<file path="src/rtl/frame_deser_pkg.sv">
// Shared types and parity constants for the frame deserializer.
package frame_deser_pkg;

    typedef enum logic [1:0] {
        ST_IDLE   = 2'd0,
        ST_SHIFT  = 2'd1,
        ST_PARITY = 2'd2
    } state_e;

    localparam logic PAR_EVEN = 1'b0;
    localparam logic PAR_ODD  = 1'b1;

    // Odd parity expects the inverse of the data XOR.
    function automatic logic expected_parity(input logic data_xor, input logic par_typ);
        logic exp_bit;
        if (par_typ == PAR_ODD) begin
            exp_bit = ~data_xor;
        end else begin
            exp_bit = data_xor;
        end
        return exp_bit;
    endfunction

endpackage

</file>
<file path="src/rtl/frame_parity_check.sv">
// Compares a received parity bit against the parity expected for a data word.
module frame_parity_check
    import frame_deser_pkg::*;
#(
    parameter int DATA_WIDTH = 8
) (
    input  logic [DATA_WIDTH-1:0] i_data,
    input  logic                  i_par_bit,
    input  logic                  i_par_typ,
    output logic                  o_err
);

    function automatic logic data_parity(input logic [DATA_WIDTH-1:0] data);
        logic acc;
        acc = 1'b0;
        for (int i = 0; i < DATA_WIDTH; i++) begin
            acc = acc ^ data[i];
        end
        return acc;
    endfunction

    logic w_expected;

    // Expected parity and mismatch flag.
    always_comb begin
        w_expected = expected_parity(data_parity(i_data), i_par_typ);
        o_err      = (i_par_bit != w_expected);
    end

endmodule

</file>
<file path="src/rtl/frame_deserializer.sv">
// Serial-to-parallel frame deserializer with optional parity and a one-word
// output holding register guarded by an overrun flag.
module frame_deserializer
    import frame_deser_pkg::*;
#(
    parameter int DATA_WIDTH = 8
) (
    input  logic                  i_clk,
    input  logic                  i_reset,
    input  logic                  i_start,
    input  logic                  i_deser_en,
    input  logic                  i_sampled_bit,
    input  logic                  i_msb_first,
    input  logic                  i_par_en,
    input  logic                  i_par_typ,
    input  logic                  i_ready,
    input  logic                  i_ovr_clr,
    output logic [DATA_WIDTH-1:0] o_data,
    output logic                  o_valid,
    output logic                  o_par_err,
    output logic                  o_overrun,
    output logic                  o_busy
);

    localparam int              CNT_W    = $clog2(DATA_WIDTH + 1);
    localparam logic [CNT_W-1:0] CNT_ZERO = {CNT_W{1'b0}};
    localparam logic [CNT_W-1:0] CNT_ONE  = CNT_W'(1);
    localparam logic [CNT_W-1:0] CNT_LAST = CNT_W'(DATA_WIDTH - 1);

    state_e                r_state, w_state_nxt;
    logic [CNT_W-1:0]      r_cnt, w_cnt_nxt;
    logic [DATA_WIDTH-1:0] r_shift, w_shift_nxt, w_shifted;
    logic                  r_msb_first, w_msb_first_nxt;
    logic                  r_par_en, w_par_en_nxt;
    logic                  r_par_typ, w_par_typ_nxt;
    logic [DATA_WIDTH-1:0] r_data, w_data_nxt;
    logic                  r_valid, w_valid_nxt;
    logic                  r_par_err, w_par_err_nxt;
    logic                  r_overrun, w_overrun_nxt;
    logic                  r_busy, w_busy_nxt;
    logic                  w_done, w_done_err, w_par_mismatch, w_ovr_set;
    logic [DATA_WIDTH-1:0] w_done_data;

    frame_parity_check #(
        .DATA_WIDTH (DATA_WIDTH)
    ) u_parity (
        .i_data    (r_shift),
        .i_par_bit (i_sampled_bit),
        .i_par_typ (r_par_typ),
        .o_err     (w_par_mismatch)
    );

    // Shift register value after accepting the current sampled bit.
    always_comb begin
        if (r_msb_first) begin
            w_shifted = {r_shift[DATA_WIDTH-2:0], i_sampled_bit};
        end else begin
            w_shifted = {i_sampled_bit, r_shift[DATA_WIDTH-1:1]};
        end
    end

    // Frame sequencing: next state, counter, shifter and word completion.
    always_comb begin
        w_state_nxt     = r_state;
        w_cnt_nxt       = r_cnt;
        w_shift_nxt     = r_shift;
        w_msb_first_nxt = r_msb_first;
        w_par_en_nxt    = r_par_en;
        w_par_typ_nxt   = r_par_typ;
        w_done          = 1'b0;
        w_done_data     = r_shift;
        w_done_err      = 1'b0;
        if (i_start) begin
            // A start strobe always wins, including over a coincident data strobe.
            w_state_nxt     = ST_SHIFT;
            w_cnt_nxt       = CNT_ZERO;
            w_shift_nxt     = {DATA_WIDTH{1'b0}};
            w_msb_first_nxt = i_msb_first;
            w_par_en_nxt    = i_par_en;
            w_par_typ_nxt   = i_par_typ;
        end else begin
            case (r_state)
                ST_IDLE: begin
                    w_state_nxt = ST_IDLE;
                end
                ST_SHIFT: begin
                    if (i_deser_en) begin
                        w_shift_nxt = w_shifted;
                        w_cnt_nxt   = r_cnt + CNT_ONE;
                        if (r_cnt == CNT_LAST) begin
                            if (r_par_en) begin
                                w_state_nxt = ST_PARITY;
                            end else begin
                                w_state_nxt = ST_IDLE;
                                w_done      = 1'b1;
                                w_done_data = w_shifted;
                            end
                        end else begin
                            w_state_nxt = ST_SHIFT;
                        end
                    end else begin
                        w_state_nxt = ST_SHIFT;
                    end
                end
                ST_PARITY: begin
                    if (i_deser_en) begin
                        w_state_nxt = ST_IDLE;
                        w_done      = 1'b1;
                        w_done_data = r_shift;
                        w_done_err  = w_par_mismatch;
                    end else begin
                        w_state_nxt = ST_PARITY;
                    end
                end
                default: begin
                    w_state_nxt = ST_IDLE;
                end
            endcase
        end
    end

    // Output holding register, handshake and sticky overrun.
    always_comb begin
        w_data_nxt    = r_data;
        w_par_err_nxt = r_par_err;
        w_valid_nxt   = r_valid;
        w_ovr_set     = 1'b0;
        if (w_done) begin
            if (!r_valid || i_ready) begin
                w_data_nxt    = w_done_data;
                w_par_err_nxt = w_done_err;
                w_valid_nxt   = 1'b1;
            end else begin
                w_ovr_set = 1'b1;
            end
        end else if (r_valid && i_ready) begin
            w_valid_nxt = 1'b0;
        end else begin
            w_valid_nxt = r_valid;
        end
        if (w_ovr_set) begin
            w_overrun_nxt = 1'b1;
        end else if (i_ovr_clr) begin
            w_overrun_nxt = 1'b0;
        end else begin
            w_overrun_nxt = r_overrun;
        end
        w_busy_nxt = (w_state_nxt != ST_IDLE);
    end

    // State and datapath registers.
    always_ff @(posedge i_clk or negedge i_reset) begin
        if (!i_reset) begin
            r_state     <= ST_IDLE;
            r_cnt       <= CNT_ZERO;
            r_shift     <= {DATA_WIDTH{1'b0}};
            r_msb_first <= 1'b0;
            r_par_en    <= 1'b0;
            r_par_typ   <= PAR_EVEN;
            r_data      <= {DATA_WIDTH{1'b0}};
            r_valid     <= 1'b0;
            r_par_err   <= 1'b0;
            r_overrun   <= 1'b0;
            r_busy      <= 1'b0;
        end else begin
            r_state     <= w_state_nxt;
            r_cnt       <= w_cnt_nxt;
            r_shift     <= w_shift_nxt;
            r_msb_first <= w_msb_first_nxt;
            r_par_en    <= w_par_en_nxt;
            r_par_typ   <= w_par_typ_nxt;
            r_data      <= w_data_nxt;
            r_valid     <= w_valid_nxt;
            r_par_err   <= w_par_err_nxt;
            r_overrun   <= w_overrun_nxt;
            r_busy      <= w_busy_nxt;
        end
    end

    assign o_data    = r_data;
    assign o_valid   = r_valid;
    assign o_par_err = r_par_err;
    assign o_overrun = r_overrun;
    assign o_busy    = r_busy;

endmodule
</file>
<file path="config.mk">
export PLATFORM = sky130hd
export DESIGN_NAME = frame_deserializer
export DESIGN_NICKNAME = d
export VERILOG_FILES = /design/src/rtl/frame_deser_pkg.sv /design/src/rtl/frame_parity_check.sv /design/src/rtl/frame_deserializer.sv
export SDC_FILE = /design/constraint.sdc
export NUM_CORES = 1
export LEC_CHECK = 0
export ABC_AREA = 1
export CORE_ASPECT_RATIO = 1.25
export CORE_MARGIN = 3
export CORE_UTILIZATION = 30
export CTS_CLUSTER_SIZE = 16
export DETAILED_ROUTE_END_ITERATION = 6
export GPL_TIMING_DRIVEN = 0
export PLACE_DENSITY = 0.61
export SLEW_MARGIN = 20
export SYNTH_ARGS = -nofsm -noshare
export SYNTH_HDL_FRONTEND = slang
export SYNTH_SLANG_ARGS = --single-unit
</file>
<file path="constraint.sdc">
create_clock -name i_clk -period 4.3 [get_ports i_clk]
set_input_delay 0.86 -clock i_clk [delete_from_list [all_inputs] [get_ports i_clk]]
set_output_delay 0.86 -clock i_clk [all_outputs]
set_load 0.005 [all_outputs]
</file>
* Yosys cells after proc, flatten, opt, wreduce, memory -nomap -nowiden
Cells that the tools add are included.
** Word-level totals
- Bits in registers :: 29
- Bits of input ports :: 10
- Output and inout port bits :: 12
- Logic and storage cells :: 71
** Operators by class
- Add/subtract/negate cells :: 1
- Equality and inequality tests :: 5
- Multiplexer cells :: 35
- Bitwise logic cells :: 8
- Reduce and logical (&&, ||, !) cells :: 11
** Operators by type and width (number)
- 8-bit 2-to-1 mux :: 9
- 1-bit 2-to-1 mux :: 16
- 4-bit 2-to-1 mux :: 3
- 2-bit 2-to-1 mux :: 5
- 2-bit nonzero test :: 5
- 1-bit XOR :: 7
- 2-bit AND reduction :: 3
- 4-bit by 1-bit adder with 4-bit output, second input constant :: 1
- 4-bit by 3-bit == test with 1-bit output, second input constant :: 1
- 2-bit one-hot mux with 2 select lines :: 1
- 2-bit by 1-bit == test with 1-bit output, second input constant :: 1
- 2-bit == test, second input constant :: 1
- 2-bit by 1-bit != test with 1-bit output, second input constant :: 1
- 1-bit one-hot mux with 2 select lines :: 1
- 1-bit logical AND :: 1
- 1-bit logical NOT :: 1
- 1-bit logical OR :: 1
- 1-bit != test :: 1
- 1-bit inverter :: 1

* Depth between registers and ports, before layout
- Depth in word-level cells :: 13
- Gate-level depth with buffers :: 12
- Depth with buffers taken out :: 11

* Cells and area by module
From an unflattened synthesis, not the netlist that was laid out.
** Unflattened totals
- Cells, all modules :: 225
- Area, all modules :: 1737.9 um2
** By module, submodules not included
- frame_deserializer :: instances 1, cells each 185, area each 1557.7 um2, seq. area each 725.7 um2
- frame_parity_check :: instances 1, cells each 40, area each 180.2 um2, seq. area each 0.0 um2

* Worst setup path after synthesis
No wires, ideal clock.
- Kind :: in2reg
- Start point :: input port i_deser_en
- End point :: register r_data[6] (netlist: o_data[6])
- Setup time :: 0.123 ns
- Arrival :: 1.654 ns
- Required time :: 4.177 ns
- Setup slack :: 2.522 ns
- Cell stages on the path :: 10
- Buffers on the path :: 1
- Cell sequence :: nand2_2 > nor2_2 > nand2_2 > nand2_2 > nand2_4 > nor2_8 > inv_4 > buf_6 > nand2_2 > o21ai_2
** Between the ends
- Cells in the longest elaborated chain, start to end :: 4
- Elaborated cells between the ends (all ways) :: 8
- Classes of those cells :: mux (7); reduce/logical (1)
** Ends and longest elaborated chain
- from (decl) :: line frame_deserializer.sv:11 : input logic i_deser_en,
- 1-bit 2-to-1 mux (on tied branches) :: line frame_deserializer.sv:106, frame_deserializer.sv:87
- 1-bit one-hot mux with 2 select lines :: line frame_deserializer.sv:82 : case (r_state)
- 1-bit 2-to-1 mux :: line frame_deserializer.sv:73 : if (i_start) begin
- 2-bit AND reduction (no source line)
- to (signal assigned) :: line frame_deserializer.sv:160 : r_data <= {DATA_WIDTH{1'b0}};
- to (signal assigned) :: line frame_deserializer.sv:172 : r_data <= w_data_nxt;
- to (decl) :: line frame_deserializer.sv:36 : logic [DATA_WIDTH-1:0] r_data, w_data_nxt;
Parallel ways exist; a longest one is shown, timed or not.
A chain may end at the register's enable or synchronous reset.

* Worst setup path in the final report
- Start point :: input port i_deser_en
- End point :: register r_data[1] (netlist: o_data[1])
Same word-level chain as after synthesis.

==> impl_metrics.tcl <==
set metrics [dict create \
    outcome "complete, no violations" \
    vias 1320 \
    placed_area_um2 1840 \
    power_frac_seq_pct 49.2 \
    postSynthCellCount 197 \
    synth_edf_count 0 \
    fillCellCount 499 \
    grt_overflow_total 0 \
    ctsLongestPathBuffers 2 \
    power_density_over_cell_area_nw_per_um2 309 \
    yosysWarnings 0 \
    die_height_um 86.7 \
    synth.cells.most_frequent "sky130_fd_sc_hd__nand2_1 (65), sky130_fd_sc_hd__dfrtp_1 (29), sky130_fd_sc_hd__inv_1 (26), sky130_fd_sc_hd__o21ai_0 (16), sky130_fd_sc_hd__nand3_1 (9)" \
    clk_latency_ns 0.28 \
    post-synth-top-count-cell "sky130_fd_sc_hd__nand2_1" \
    detail_route.wl_per_cell_um 11.1 \
    number_of_antenna_violations_at_the_first_check_in_global_routing 0 \
    power.share.switching_pct 24.9 \
    fin_worst_skew_ns 0.00842 \
    avgSynthCellArea_um2 7.94 \
    yosysSeqAreaShare_pct 46.4 \
    ys_top_cells_by_area "sky130_fd_sc_hd__dfrtp_1 (46%), sky130_fd_sc_hd__nand2_1 (16%), sky130_fd_sc_hd__inv_1 (6.2%)" \
    max_cap_violations 0 \
    max_slew.worst_pin.slew_ns 0.658 \
    htree_levels 2 \
    grt_first_pass_wirelength_mm 5.58 \
    io_buffer_count 21 \
    share_of_the_synthesized_area_in_the_top_cell_type_pct 46.4 \
    drt_first_iter_violations 52 \
    maxSlewViolCount 0 \
    dieArea_um2 6120 \
    time_the_final_worst_path_needs_with_i_o_delays_and_setup_ns 2.13 \
    syn-cell-area_um2 1560 \
    cts_resized 0 \
    nets 238 \
    dpl.hpwl_mm 2.43 \
    fp-row-count 28 \
    dieWidth_um 70.6 \
    vdd.ir_drop.worst_mv 0.182 \
    crit_path_start_kind "primary input" \
    grt_pass1_vias 1316 \
    ys_ff_latch 29 \
    area.growth.synth_to_final_pct 24.4 \
    ioPinCount 22 \
    total_wirelength_mm 3.18 \
    grt_start_max_net_pins 30 \
    switchingPower_w 0.000150 \
    cts_buf_count 5 \
    report.final.setup_viol 0 \
    power.share.combinational_pct 9.8 \
    slew_headroom_pct 56.2 \
    yosysTopAreaCell "sky130_fd_sc_hd__dfrtp_1" \
    utilization_pct 40.0 \
    timing.hold.worst.class "register to register" \
    crit_type "primary input to register" \
    arrival_time_at_the_worst_endpoint_ns 2.36 \
    antenna_cells_inserted 0 \
    cell_internal_pwr_w 0.000452 \
    post-route-drc-count 0 \
    cp_max_fo 10 \
    timing.critical_path.slowest_cell_delay_ns 0.52 \
    timing_hold_violations_final 0 \
    worst_path_most_repeated_cell "sky130_fd_sc_hd__nand2_1" \
    cpMaxStageDelayCell "sky130_fd_sc_hd__clkdlybuf4s50_1" \
    max_freq_mhz 469 \
    layout.area.seq_um2 726 \
    static-leakage-power_nw 0.886 \
    asyncSetResetFlopFracSynth_pct 100 \
    critical_path.endpoint_type "register" \
    design.core.area_um2 4870 \
    fin_crit_sh_pct 49.6 \
    ys.flop_type "sky130_fd_sc_hd__dfrtp_1" \
    setup_fix_bufs_post_cts 0 \
    effective_utilization_at_floorplan_pct 32.1 \
    multiInputGateArea_um2 694 \
    cp_cell_sequence "clkdlybuf4s50_1, nand2_2, nor2_2, nand2_2, nor2_4, buf_6, nand2_1, o21ai_1, nand2_1, nand2_1" \
    gp_congestion 0.875 \
    ys_types 27 \
    setup_tns_ns 0 \
    worst-endpoint-required_ns 4.52 \
    final_cell_area_um2 1950 \
    grt_setup_unrepaired "false" \
    cts_hold_buffers 0 \
    ant_nets 0 \
    post_drt_via_cell_ratio 4.62 \
    firstDrtPassIters 4 \
    clk_transition_reported_paths_ns 0.06 \
    synth_fp_nets 210 \
    cts.root.buffer_cell "sky130_fd_sc_hd__clkbuf_8" \
    power_frac_clock_pct 41.0 \
    drive_gt1_share_pct 13.3 \
    grt.total_usage_pct 11.5 \
    tritoncts "yes" \
    clkSinkCount 29 \
]
## layout by cell type, fill, tap and decap left out
cell type                         count
sky130_fd_sc_hd__nor2_4               1
sky130_fd_sc_hd__nand2_4              1
sky130_fd_sc_hd__ha_1                 3
sky130_fd_sc_hd__nand3_1              9
sky130_fd_sc_hd__o22ai_1              6
sky130_fd_sc_hd__nor2_1               3
sky130_fd_sc_hd__buf_2                3
sky130_fd_sc_hd__nand2_2              4
sky130_fd_sc_hd__clkbuf_8             7
sky130_fd_sc_hd__xor2_1               1
sky130_fd_sc_hd__o21ai_2              5
sky130_fd_sc_hd__xnor2_1              1
sky130_fd_sc_hd__a21oi_1              4
sky130_fd_sc_hd__or2_1                1
sky130_fd_sc_hd__nor2_8               1
sky130_fd_sc_hd__inv_1               26
sky130_fd_sc_hd__nand4_1              3
sky130_fd_sc_hd__nand3_2              1
sky130_fd_sc_hd__dfrtp_1             29
sky130_fd_sc_hd__buf_6                2
sky130_fd_sc_hd__nand2_1             65
sky130_fd_sc_hd__nor2_2               2
sky130_fd_sc_hd__clkinv_1             1
sky130_fd_sc_hd__clkinv_2             1
sky130_fd_sc_hd__inv_4                1
sky130_fd_sc_hd__a21boi_0             1
sky130_fd_sc_hd__clkdlybuf4s50_1     20
sky130_fd_sc_hd__o21ai_1              7
sky130_fd_sc_hd__inv_2                1
sky130_fd_sc_hd__o21ai_0             16
## worst paths after layout
kind / to / depth (start not counted) / slack, ns / start
max: o_data[1] / 10 / 2.17 / i_deser_en
max in group asynchronous: r_cnt[2] / 1 / 3.27 / i_reset
max reg2reg: o_data[1] / 10 / 2.65 / r_cnt[0]
min in group asynchronous: o_data[6] / 1 / 0.60 / i_reset
min reg2reg: o_data[1] / 2 / 0.47 / o_data[1]
min: o_data[1] / 2 / 0.47 / o_data[1]
## layout make-up
class,instances,share of cell area [%]
buffer,4,1.67
clock buffer,7,4.95
clock inverter,1,0.257
inverter,29,5.72
multi-input combinational,135,35.7
sequential,29,37.3
tap,60,3.86
timing repair buffer,21,10.5
## power by group through the flow
stage          Sequential (W)  Clock [W]  Combinational [W]
5_1_grt              0.000298   0.000268          0.0000687
4_1_cts              0.000296   0.000255          0.0000600
3_5_place_dp         0.000301          0          0.0000600
3_3_place_gp         0.000300          0          0.0000588
6_report             0.000296   0.000247          0.0000589
2_1_floorplan        0.000298          0          0.0000361
## layer usage
layer | vias up | wire length (um) | part of all wire [%] | track usage [%]
met4 | 0 | 82 | 2.6 | 5.64
met5 | - | 0 | 0 | 0
met3 | 8 | 127 | 4.0 | 3.02
li1 | 689 | - | - | -
met1 | 599 | 1440 | 45 | 13.1
met2 | 24 | 1530 | 48 | 19.9
## registers in the layout (all words and copies together) (netlist names)
register / count
r_shift: 8
o_par_err: 1
o_busy: 1
r_cnt: 4
o_overrun: 1
r_msb_first: 1
r_par_en: 1
r_state: 2
o_valid: 1
r_par_typ: 1
o_data: 8
## worst max-delay path, delay by kind of cell
family	cells	cell delay (ns)
AOI/OAI and AO/OA	1	0.10
buffers and inverters	2	0.69
and+or+nand+nor	7	0.71
## metrics by stage
step / cells / power [W] / hold WS (ns) / worst slack, ns
final: 286 / 0.000602 / 0.473 / 2.17
after global routing: 286 / 0.000635 / 0.513 / 2.03
after CTS: 286 / 0.000611 / 0.478 / 2.16
after detailed placement: 278 / 0.000361 / 0.462 / 1.87
after global placement: 278 / 0.000359 / 0.458 / 1.81
after floorplan: 197 / 0.000334 / 0.461 / 2.52
## logic make-up (layout without fill, tap and decap cells)
kind of cell	count (synthesis)	after routing	synth area share [%]
and+or+nand+nor	91	91	26.6
AOI/OAI and AO/OA	39	39	14.3
buffers and inverters	33	62	9.20
adders and majority gates	3	3	2.40
DFF	29	29	46.4
xor gates and xnor gates	2	2	1.12
Power figures use the tool's default switching activity.
